===== config.mk =====
export PLATFORM = sky130hd
export DESIGN_NAME = load_store_unit
export DESIGN_NICKNAME = d
export VERILOG_FILES = /design/src/rtl/load_store_unit_pkg.sv /design/src/rtl/lsu_load_align.sv /design/src/rtl/load_store_unit.sv
export SDC_FILE = /design/constraint.sdc
export NUM_CORES = 1
export LEC_CHECK = 0
export CAP_MARGIN = 20
export CORE_ASPECT_RATIO = 0.8
export CORE_MARGIN = 4
export CORE_UTILIZATION = 48
export CTS_CLUSTER_DIAMETER = 100
export CTS_CLUSTER_SIZE = 30
export DETAILED_ROUTE_END_ITERATION = 16
export PLACE_DENSITY = 0.86
export SLEW_MARGIN = 20
export SYNTH_ARGS = -nofsm -noshare
export SYNTH_HDL_FRONTEND = slang
export SYNTH_SLANG_ARGS = --single-unit

===== constraint.sdc =====
create_clock -name clk -period 7 [get_ports clk]
set_input_delay 1.4 -clock clk [delete_from_list [all_inputs] [get_ports clk]]
set_output_delay 1.4 -clock clk [all_outputs]
set_load 0.01 [all_outputs]

===== src/rtl/load_store_unit_pkg.sv =====
// load_store_unit_pkg: FSM states, access sizes and RV32I load/store funct3 encodings.
package load_store_unit_pkg;
    typedef enum logic [1:0] {IDLE, REQ, WAIT, RESP} lsu_state_t;
    typedef enum logic [1:0] {SZ_B, SZ_H, SZ_W} lsu_size_t;
    localparam logic [2:0] F3_LB  = 3'b000;
    localparam logic [2:0] F3_LH  = 3'b001;
    localparam logic [2:0] F3_LW  = 3'b010;
    localparam logic [2:0] F3_LBU = 3'b100;
    localparam logic [2:0] F3_LHU = 3'b101;
    localparam logic [2:0] F3_SB  = 3'b000;
    localparam logic [2:0] F3_SH  = 3'b001;
    localparam logic [2:0] F3_SW  = 3'b010;
    function automatic lsu_size_t size_of(input logic [2:0] f3);
        return f3[1:0] == 2'b00 ? SZ_B : f3[1:0] == 2'b01 ? SZ_H : SZ_W;
    endfunction
    function automatic logic f3_valid(input logic we, input logic [2:0] f3);
        return we ? f3 inside {F3_SB, F3_SH, F3_SW} : f3 inside {F3_LB, F3_LH, F3_LW, F3_LBU, F3_LHU};
    endfunction
endpackage


===== src/rtl/lsu_load_align.sv =====
// lsu_load_align: shifts the addressed lane down and sign/zero-extends it per load funct3.
module lsu_load_align
    import load_store_unit_pkg::*;
(
    input  logic [31:0] rdata,
    input  logic [1:0]  offset,
    input  logic [2:0]  funct3,
    output logic [31:0] data
);
    logic [31:0] d;
    assign d = rdata >> {offset, 3'b000};
    assign data = funct3 == F3_LB  ? {{24{d[7]}}, d[7:0]}   :
                  funct3 == F3_LBU ? {24'd0, d[7:0]}        :
                  funct3 == F3_LH  ? {{16{d[15]}}, d[15:0]} :
                  funct3 == F3_LHU ? {16'd0, d[15:0]}       : d;
endmodule


===== src/rtl/load_store_unit.sv =====
// load_store_unit: core load/store requests onto a req/gnt/rvalid memory bus.
// Define LSU_MISALIGN_EXC_EN to reject misaligned H/W accesses instead of aligning them down.
module load_store_unit
    import load_store_unit_pkg::*;
#(
    parameter int unsigned TIMEOUT_CYCLES = 256
) (
    input  logic        clk,
    input  logic        reset,
    input  logic        req_valid,
    output logic        req_ready,
    input  logic        req_we,
    input  logic [2:0]  req_funct3,
    input  logic [31:0] req_addr,
    input  logic [31:0] req_wdata,
    output logic        resp_valid,
    output logic [31:0] resp_rdata,
    output logic        resp_err,
    output logic        mem_req,
    input  logic        mem_gnt,
    output logic [31:0] mem_addr,
    output logic        mem_we,
    output logic [3:0]  mem_be,
    output logic [31:0] mem_wdata,
    input  logic        mem_rvalid,
    input  logic [31:0] mem_rdata
);
    localparam int CW = $clog2(TIMEOUT_CYCLES + 2);
    localparam logic [CW-1:0] LIMIT = CW'(TIMEOUT_CYCLES == 0 ? 0 : TIMEOUT_CYCLES - 1);

    lsu_state_t state, state_n;
    lsu_size_t size;
    logic [CW-1:0] cnt;
    logic [2:0] f3_q;
    logic [1:0] off, off_q;
    logic [3:0] be;
    logic [31:0] wdata, load_data;
    logic bad, timed_out;

    assign size = size_of(req_funct3);
    // Offsets are aligned to the access size; H/W low bits never reach the lane logic.
    assign off = size == SZ_B ? req_addr[1:0] : size == SZ_H ? {req_addr[1], 1'b0} : 2'b00;
    assign be = size == SZ_B ? 4'b0001 << off : size == SZ_H ? 4'b0011 << off : 4'b1111;
    assign wdata = size == SZ_B ? {4{req_wdata[7:0]}} : size == SZ_H ? {2{req_wdata[15:0]}} : req_wdata;
`ifdef LSU_MISALIGN_EXC_EN
    assign bad = !f3_valid(req_we, req_funct3) || (size == SZ_H && req_addr[0]) ||
                 (size == SZ_W && req_addr[1:0] != 2'b00);
`else
    assign bad = !f3_valid(req_we, req_funct3);
`endif
    // >= rather than == so a grant on the last allowed cycle still times out in WAIT.
    assign timed_out = TIMEOUT_CYCLES != 0 && cnt >= LIMIT;

    lsu_load_align u_align (
        .rdata  (mem_rdata),
        .offset (off_q),
        .funct3 (f3_q),
        .data   (load_data)
    );

    always_ff @(posedge clk or posedge reset)
        if (reset) state <= IDLE;
        else state <= state_n;

    always_comb begin
        state_n = state;
        req_ready = 1'b0;
        mem_req = 1'b0;
        resp_valid = 1'b0;
        case (state)
            IDLE: begin
                req_ready = 1'b1;
                state_n = !req_valid ? IDLE : bad ? RESP : REQ;
            end
            REQ: begin
                mem_req = 1'b1;
                state_n = mem_gnt ? WAIT : timed_out ? RESP : REQ;
            end
            WAIT: state_n = mem_rvalid || timed_out ? RESP : WAIT;
            RESP: begin
                resp_valid = 1'b1;
                state_n = IDLE;
            end
        endcase
    end

    always_ff @(posedge clk or posedge reset) begin
        if (reset) begin
            cnt <= '0;
            f3_q <= '0;
            off_q <= '0;
            mem_we <= 1'b0;
            mem_addr <= '0;
            mem_be <= '0;
            mem_wdata <= '0;
            resp_rdata <= '0;
            resp_err <= 1'b0;
        end else begin
            cnt <= state == REQ || state == WAIT ? cnt + 1'b1 : '0;
            if (state == IDLE && req_valid) begin
                f3_q <= req_funct3;
                off_q <= off;
                mem_we <= req_we;
                mem_addr <= {req_addr[31:2], 2'b00};
                mem_be <= be;
                mem_wdata <= wdata;
                resp_rdata <= '0;
                resp_err <= bad;
            end else if (state == WAIT && mem_rvalid) begin
                resp_rdata <= mem_we ? '0 : load_data;
                resp_err <= 1'b0;
            end else if (state_n == RESP) begin
                resp_rdata <= '0;
                resp_err <= 1'b1;
            end
        end
    end
endmodule


### After elaboration in Yosys (flattened, before gate mapping)

Cells that the tools add are included.

* register bits: 116
* bits of input ports: 105
* output and inout port bits: 105
* logic and storage cells: 71

* add/subtract/negate cells: 1
* $lt $le $gt $ge: 1
* equal/unequal tests: 13
* shift operators: 3
* multiplexer cells: 30
* reductions and logical operators: 13

Operators with widths (number)
* 32-bit two-way mux: 10
* 32-bit by 5-bit >> shifter with 32-bit output: 1
* 2-bit two-way mux: 8
* 3-bit equality test, second input constant: 4
* 9-bit by 1-bit adder with 9-bit output, second input constant: 1
* 9-bit by 8-bit >= comparator with 1-bit output, second input constant: 1
* 9-bit two-way mux: 1
* 1-bit two-way mux: 8
* 4-bit two-way mux: 2
* 2-bit case mux with 4 select lines: 1
* 2-bit by 1-bit equality test with 1-bit output, second input constant: 3
* 2-bit equality test, second input constant: 3
* 3-bit by 1-bit equality test with 1-bit output, second input constant: 2
* 2-bit zero test: 3
* 3-bit zero test: 2
* 3-bit nonzero test: 2
* 5-bit nonzero test: 1
* 1-bit by 2-bit << shifter with 4-bit output, first input constant: 1
* 2-bit by 2-bit << shifter with 4-bit output, first input constant: 1
* 3-bit by 2-bit equality test with 1-bit output, second input constant: 1
* 1-bit logical AND: 2
* 1-bit logical OR: 2
* 1-bit zero test: 1

### Logic depth before layout (Yosys ltp)

Gate-level depths: netlist of the first run.

* depth after elaboration: 10
* mapped depth: 10

### Cells and area by module

A second synthesis of the first run with hierarchy kept.

* cell total of the unflattened synthesis: 495
* area, all modules: 5735.5 um2

By module, submodules not included
* load_store_unit: times used 1, cells an instance 386, area each 4875.9 um2
* lsu_load_align: times used 1, cells an instance 109, area each 859.6 um2

### Worst setup path before layout of the first run

No wires, ideal clock.

* kind: input-to-reg
* start: input req_funct3[0]
* end: register mem_be[2]
* setup time: 0.134 ns
* arrival time: 2.786 ns
* required time: 6.866 ns
* path slack: 4.080 ns
* stages on the path: 7
* path buffers: 1
* path through: clkbuf_1 -> nor2_2 -> nand2_1 -> ha_1 -> nor2b_1 -> a211oi_1 -> o21ai_0

* longest elaborated chain between the ends: 9
* elaborated cells on any way between the ends: 12
* those cells by class: eq/ne (2); shift (2); mux (6); reduce/logical (2)

Ends and longest elaborated chain
* start: declaration: RTL line load_store_unit.sv:13 `input logic [2:0] req_funct3,`
* 2-bit by 1-bit equality test with 1-bit output: RTL line load_store_unit_pkg.sv:14 `return f3[1:0] == 2'b00 ? SZ_B : f3[1:0] == 2'b01 ? SZ_H : SZ_W;`
* 2-bit two-way mux: RTL line load_store_unit_pkg.sv:14
* 2-bit two-way mux (*): RTL line load_store_unit_pkg.sv:14
* 2-bit by 1-bit equality test with 1-bit output: RTL line load_store_unit.sv:42, load_store_unit.sv:43
* 2-bit two-way mux (2 in series): RTL line load_store_unit.sv:42 `assign off = size == SZ_B ? req_addr[1:0] : size == SZ_H ? {req_addr[1], 1'b0} : 2'b00;`
* 2-bit by 2-bit << shifter with 4-bit output: RTL line load_store_unit.sv:43 `assign be = size == SZ_B ? 4'b0001 << off : size == SZ_H ? 4'b0011 << off : 4'b1111;`
* 4-bit two-way mux: RTL line load_store_unit.sv:43
* 4-bit two-way mux (*): RTL line load_store_unit.sv:43
* end signal: assignment: RTL line load_store_unit.sv:94 `mem_be <= '0;`
* end signal: assignment: RTL line load_store_unit.sv:105 `mem_be <= be;`
* end: declaration: RTL line load_store_unit.sv:23 `output logic [3:0] mem_be,`

Mark *: on every way between the ends. The rest lies on a longest branch, timed or not.
A chain may end at the register's enable or synchronous reset.

### Worst setup path in the final report of the first run

Same ends and word-level chain as after synthesis.

==> impl_results.md, run 1 <==
- Status: completed
- CTS resizes: 0
- Worst setup EP type: flip-flop
- Reg2reg setup slack: about 4 ns
- Crit path DAT: between 3 and 4 ns
- Worst-Margin Slew: around 0.84 ns
- Area of the core: between 10000 and 15000 µm²
- IO Count: 210
- Drt drc: 0
- Via count: 4625
- Die width: about 130 µm
- Pwr dens: approximately 430 nW/µm²
- Hold path cells: 2
- Gpl congestion: slightly below 0.9
- Largest net degree at the start of global routing: 69
- Routed length per instance: about 20 µm
- Share of layout cells above drive strength 1: 12.72%
- Ys Warns: 0
- Die Ht: 104.0 µm
- Sw Share: between 30% and 40%
- Inserted Diodes: 0
- TritonCTS buffer count: 17
- Multi-input gate area: 2432 µm²
- Comb pwr share: 42.3%
- Predominant post-synthesis flop cell: dfrtp_1
- Post-synth EDFFs: 0
- Min-Delay Path Class: reg -> reg
- Final hold viol count: 0
- Slowest CP cell: clkdlybuf4s50_1
- Total global-route track usage: between 20 and 25%
- Antenna Violating Nets Remaining: 0
- Worst R2R End: resp_rdata[9]
- Final Critical Period: roughly 3.6 ns
- Req. time, crit path: ~7.3 ns
- P_sw: 0.001178 W
- Vias per std cell: about 5.5
- Flop pwr share: 31.4%
- Hold_sp: mem_be[1]
- First-pass DRT Iterations: 6
- Tcrit/Tclk final: between 50% and 60%
- Worst path max stage delay: 0.83 ns
- Initial core utilization: between 50% and 60%
- Initial drt markers: about 380
- Slew margin rel.: between 40 and 50%
- H-tree depth: 4
- Clk buf depth: 2
- Port Buffers: just over 200
- CP Class: in -> reg
- Internal cell power: 0.002391 W
- Min-Delay Endpoint: mem_be[1]
- Worst setup margin: about 3.4 ns
- Synthesized cell area: 5534 µm²
- Total length of routed wires: roughly 16000 µm
- Crit start category: input pin
- Setup TNS: 0 ns
- Crit-path cells: clkdlybuf4s50_1, nor2_2, nand2_1, ha_1, nor2b_1, a211oi_1, o21ai_0
- Unique masters post-synth: 48
- Number of global-route vias before repair: 4886
- Fill cells: 739
- # setup viols final: 0
- Worst-path clk slew: 0.05 ns
- FF/Latch Area: approximately 2900 µm²
- Postcts setup bufs: 0
- Sequential element share of the synthesized area: about 52%
- Max Fanout on Critical Path: 17
- CTS Hold Bufs: 0
- Rows: 34
- Unrepaired setup endpoints after global routing: false
- Clk sink count: 116
- FF+latch count, synth: about 120
- Die area: between 10000 and 15000 µm²
- Setup WS pre-CTS: between 3 and 4 ns
- Worst r2r src: cnt[0]
- Setup Skew: about 0.0068 ns
- Fraction of registers with async set/reset: 100.0%
- Aggregate global routing overflow: 0
- VDD IR max: ~0.00028 V
- Global-route wire length before repair: approximately 26000 µm
- CTS tree: built
- Final nets: roughly 800
- Syn_area_per_cell: roughly 11 µm²
- R2R depth: 9
- Max cap viols: 0
- Antenna violations before repair: 0
- Pins over their slew limit: 0
- Syn-to-layout area delta: 49.72%
- Skew-Pair Late Insertion Delay: a little over 0.4 ns
- Synth Instances: about 480
- Max Clock Freq: between 200 and 300 MHz
- Clk pwr share: 26.3%
- Root Driver: clkbuf_16
- Post-DP HPWL: around 11000 µm
- Leak: 3.549 nW
power groups by stage:
stage	Combinational, W	Clock [W]	Sequential [W]
CTS	0.00152	0.000950	0.00112
global route	0.00163	0.000987	0.00116
finish	0.00151	0.000937	0.00112
global placement	0.00147	0	0.00111
detailed placement	0.00150	0	0.00112
floorplan	0.000671	0	0.00121
logic make-up (layout without fill, tap and decap cells):
group	after synthesis	in the layout	share of synthesized area, %
buffers and inverters	43	251	3.798
multiplexers	83	83	16.19
flip-flops	116	116	52.45
AO/OA/AOI/OAI	125	125	15.62
AND/OR/NAND/NOR	99	99	8.659
adder cells (fa/ha/maj)	10	10	2.261
other	1	2	0.06776
XOR/XNOR	6	6	0.9496
cell usage after synthesis, drive strengths merged (10+ instances only):
| cell type | n | area, µm² |
|---|---|---|
| a21oi | 27 | 146.4 |
| a22o | 16 | 140.1 |
| buf | 17 | 112.6 |
| clkbuf | 17 | 63.81 |
| dfrtp | 116 | 2903 |
| ha | 10 | 125.1 |
| mux2 | 42 | 473.0 |
| mux2i | 40 | 400.4 |
| nand2 | 48 | 180.2 |
| nor2 | 15 | 58.81 |
| nor2b | 13 | 81.33 |
| o21ai | 46 | 230.2 |
per-layer routing:
layer / GRT usage [%] / vias to the layer above / wire [µm]
li1: - / 2114 / -
met1: 29.88 / 2273 / 6537
met2: 39.72 / 212 / 7755
met3: 10.73 / 26 / 1644
met4: 7.803 / 0 / 355
met5: 0 / - / 0
flip-flops by register name (all words and copies together) (netlist names):
name and flops:
cnt 9, mem_wdata 32, mem_addr 30, off_q 2
mem_be 4, mem_we 1, state 2, resp_err 1
resp_rdata 32, f3_q 3
placed cells by master (no fill, tap or decap), types with 2 or more instances in the layout:
cell type / n
clkdlybuf4s50_1: 207
a32o_1: 7
nor2b_1: 13
a22o_1: 16
buf_4: 4
clkbuf_16: 17
nand2_1: 47
bufinv_16: 5
a211oi_1: 2
nand3_1: 3
or2_2: 2
a211o_1: 8
and2_1: 7
mux2i_1: 40
clkinvlp_4: 3
mux2_2: 42
o2bb2ai_1: 9
clkbuf_1: 4
ha_1: 10
a21oi_1: 26
conb_1: 2
xnor2_1: 5
o21ai_0: 46
nor2_1: 14
inv_1: 8
and3_1: 3
dfrtp_1: 116
worst max path at each step:
stage,startpoint,to,slack (ns),cells past startpoint
after floorplan,reset,cnt[0],2.53,1
after global placement,req_funct3[0],mem_be[2],3.09,7
after detailed placement,req_funct3[0],mem_be[2],3.00,7
after CTS,req_valid,resp_rdata[9],3.36,5
after global routing,req_funct3[0],mem_be[2],3.23,7
final,req_funct3[0],mem_be[2],3.42,7
cell type report:
type / count / area share [%]
Clock buffer: 22 / 5.482
Clock inverter: 9 / 2.144
Inverter: 9 / 0.4379
Multi-Input combinational cell: 325 / 29.36
Sequential cell: 116 / 35.03
Tap cell: 144 / 2.175
Timing Repair Buffer: 211 / 25.37
worst max-delay path: cells and delay by family:
family,cells,cell delay [ns]
buffers and inverters,1,0.83
and+or+nand+nor,3,1.02
adders and majority gates,1,0.24
AOI/OAI and AO/OA,2,0.35
stage by stage:
stage               hold WS [ns]  cell area, µm²  cells  utilization, %  power, W
finish                    0.4814            8285    836           74.91  0.003569
global route              0.5009            8285    836           74.91  0.003771
CTS                       0.4856            8280    836           74.86  0.003594
detailed placement        0.4650            7649    805           69.15  0.002627
global placement          0.4602            7649    805           69.15  0.002573
floorplan                 0.4520            5538    484               -  0.001881
Note: power is estimated with default switching activity, not from simulation.
==> inputs of run 2 (changes only) <==
--- a/config.mk
+++ b/config.mk
@@ -8,11 +8,11 @@
 export CAP_MARGIN = 20
 export CORE_ASPECT_RATIO = 0.8
 export CORE_MARGIN = 4
-export CORE_UTILIZATION = 48
+export CORE_UTILIZATION = 44
 export CTS_CLUSTER_DIAMETER = 100
 export CTS_CLUSTER_SIZE = 30
 export DETAILED_ROUTE_END_ITERATION = 16
-export PLACE_DENSITY = 0.86
+export PLACE_DENSITY = 0.8
 export SLEW_MARGIN = 20
 export SYNTH_ARGS = -nofsm -noshare
 export SYNTH_HDL_FRONTEND = slang
==> constraint.sdc (replaced) <==
create_clock -name clk -period 3.6 [get_ports clk]
set_input_delay 0.72 -clock clk [delete_from_list [all_inputs] [get_ports clk]]
set_output_delay 0.72 -clock clk [all_outputs]
set_load 0.01 [all_outputs]
==> impl_results.md, run 2 (same netlist as run 1, synthesis figures left out) <==
- Max Clock Freq: 370.4 MHz
- Worst path max stage delay: 0.41 ns (-0.42 ns)
- Routed length per instance: 18.51 µm (-5.0%)
- Initial drt markers: 325 (-14%)
- Worst setup margin: 0.9000 ns (-2.517 ns)
- Global-route wire length before repair: 25340 µm (-2.7%)
- Rows: 36 (+5.9%)
- Fill cells: 895 (+21%)
- Crit start category: flip-flop
- Worst setup EP type: flip-flop
- R2R depth: 10 (+1)
- Setup WS pre-CTS: 0.6411 ns (-2.360 ns)
- Hold path cells: 2 (unchanged)
- Commonest cells after routing, fill and taps aside: clkdlybuf4s50_1, dfrtp_1, nand2_1, o21ai_0, mux2_2
- Setup TNS: 0 ns (unchanged)
- Setup Skew: 0.007637 ns (+0.0008740 ns)
- Die width: 133.4 µm (+4.2%)
- Commonest non-fill, non-tap cell in the layout: clkdlybuf4s50_1
- Vias per std cell: 5.324 (-3.8%)
- Req. time, crit path: 3.94 ns (-3.32 ns)
- Slew margin rel.: 45.63% (+1.8 points)
- Pwr dens: 841.3 nW/µm² (+95%)
- Number of global-route vias before repair: 4857 (-0.59%)
- Total global-route track usage: 22.59% (-2.1 points)
- Antenna Violating Nets Remaining: 0 (unchanged)
- Root Driver: clkbuf_16
- VDD IR max: 0.0005325 V (+91%)
- Max cap viols: 0 (unchanged)
- Gpl congestion: 0.8347 (-5.3%)
- Crit path DAT: 3.04 ns (-0.80 ns)
- Aggregate global routing overflow: 0 (unchanged)
- Clk sink count: 116 (unchanged)
- First-pass DRT Iterations: 4 (-2)
- Worst R2R End: resp_rdata[20]
- Via count: 4637 (+0.26%)
- TritonCTS buffer count: 17 (unchanged)
- Worst-Margin Slew: 0.8139 ns (-0.02644 ns)
- Hold_sp: mem_be[1]
- Final nets: 802 (+0.88%)
- Die Ht: 108.3 µm (+4.1%)
- CTS tree: built
- Clk buf depth: 2 (unchanged)
- Die area: 14450 µm² (+8.4%)
- Worst r2r src: cnt[0]
- Largest net degree at the start of global routing: 44 (-36%)
- Drt drc: 0 (unchanged)
- Postcts setup bufs: 0 (unchanged)
- Min-Delay Path Class: reg -> reg
- Crit-path cells: ha_1, and3_1, and3_1, ha_1, or2_1, a311oi_1, o22ai_1, a21oi_4, buf_4, a22o_1
- CP Class: reg -> reg
- Inserted Diodes: 0 (unchanged)
- Initial core utilization: 45.17% (-4.9 points)
- H-tree depth: 4 (unchanged)
- Unrepaired setup endpoints after global routing: false
- Final hold viol count: 0 (unchanged)
- CP startpoint: cnt[0]
- Top flop regs: mem_wdata: 32 flops, resp_rdata: 32 flops, mem_addr: 30 flops
- Min-Delay Endpoint: mem_be[1]
- Share of layout cells above drive strength 1: 14.29% (+1.6 points)
- Max Fanout on Critical Path: 32 (+15)
- # setup viols final: 0 (unchanged)
- Reg2reg setup slack: 0.90 ns (-3.07 ns)
- Skew-Pair Late Insertion Delay: 0.41 ns (about the same)
- Total length of routed wires: 16120 µm (-1.0%)
- Area of the core: 12250 µm² (+11%)
- Final Critical Period: approximately 2.7 ns
- Post-DP HPWL: 11640 µm (+2.6%)
- Port Buffers: 207 (unchanged)
- Final hold slack: 0.4734 ns (-0.008005 ns)
- IO Count: 210 (unchanged)
- Leak: 3.618 nW (+1.9%)
- Multi-input gate area: 2427 µm² (-0.21%)
- Tcrit/Tclk final: 75.00%
- FF/Latch Area: 2903 µm² (unchanged)
- Antenna violations before repair: 0 (unchanged)
- Status: completed
- Worst-path clk slew: 0.06 ns (about the same)
- Syn-to-layout area delta: 52.81%
- CTS Hold Bufs: 0 (unchanged)
- Pins over their slew limit: 0 (unchanged)
- CTS resizes: 0 (unchanged)
- Slowest CP cell: dfrtp_1
run 2: worst max path at each step:
stage	to	slack, ns	cells past startpoint
4_1_cts	resp_rdata[20]	0.89	10
6_report	resp_rdata[20]	0.90	10
3_3_place_gp	resp_rdata[22]	0.77	6
2_1_floorplan	resp_rdata[24]	1.28	10
5_1_grt	resp_rdata[20]	0.77	10
3_5_place_dp	resp_rdata[24]	0.64	6
run 2: cell type report:
cell class,instances,share of cell area [%]
Timing Repair Buffer,218,25.77
Multi-Input combinational cell,325,28.70
Sequential cell,116,34.32
Tap cell,171,2.530
Clock inverter,14,3.033
Clock buffer,18,5.193
Inverter,9,0.4439
run 2: where the power goes:
group | internal (W) | total (W) | switching, W
clock | 0.00138 | 0.00199 | 0.000604
combinational | 0.00159 | 0.00295 | 0.00136
sequential | 0.00184 | 0.00218 | 0.000344
run 2: stage by stage:
stage               instance area [µm²]  power (W)  utilization [%]  instances
floorplan                          5542   0.003658                -        484
global placement                   7761   0.005027            63.35        839
global route                       8457   0.007518            69.03        871
finish                             8457   0.007114            69.03        871
detailed placement                 7761   0.005137            63.35        839
CTS                                8457   0.007172            69.03        871
run 2: worst max-delay path: cells and delay by family (launching register included):
family | cells | cell delay (ns)
AOI/OAI and AO/OA | 4 | 0.84
and+or+nand+nor | 3 | 0.64
buffers and inverters | 1 | 0.33
adders and majority gates | 2 | 0.40
DFF | 1 | 0.41
run 2: layer usage:
| layer | GRT usage, % | wire length [µm] | up-vias |
|---|---|---|---|
| li1 | - | - | 2135 |
| met1 | 27.37 | 6446 | 2254 |
| met2 | 36.45 | 7864 | 219 |
| met3 | 9.349 | 1493 | 29 |
| met4 | 8.517 | 316 | 0 |
| met5 | 0 | 0 | - |
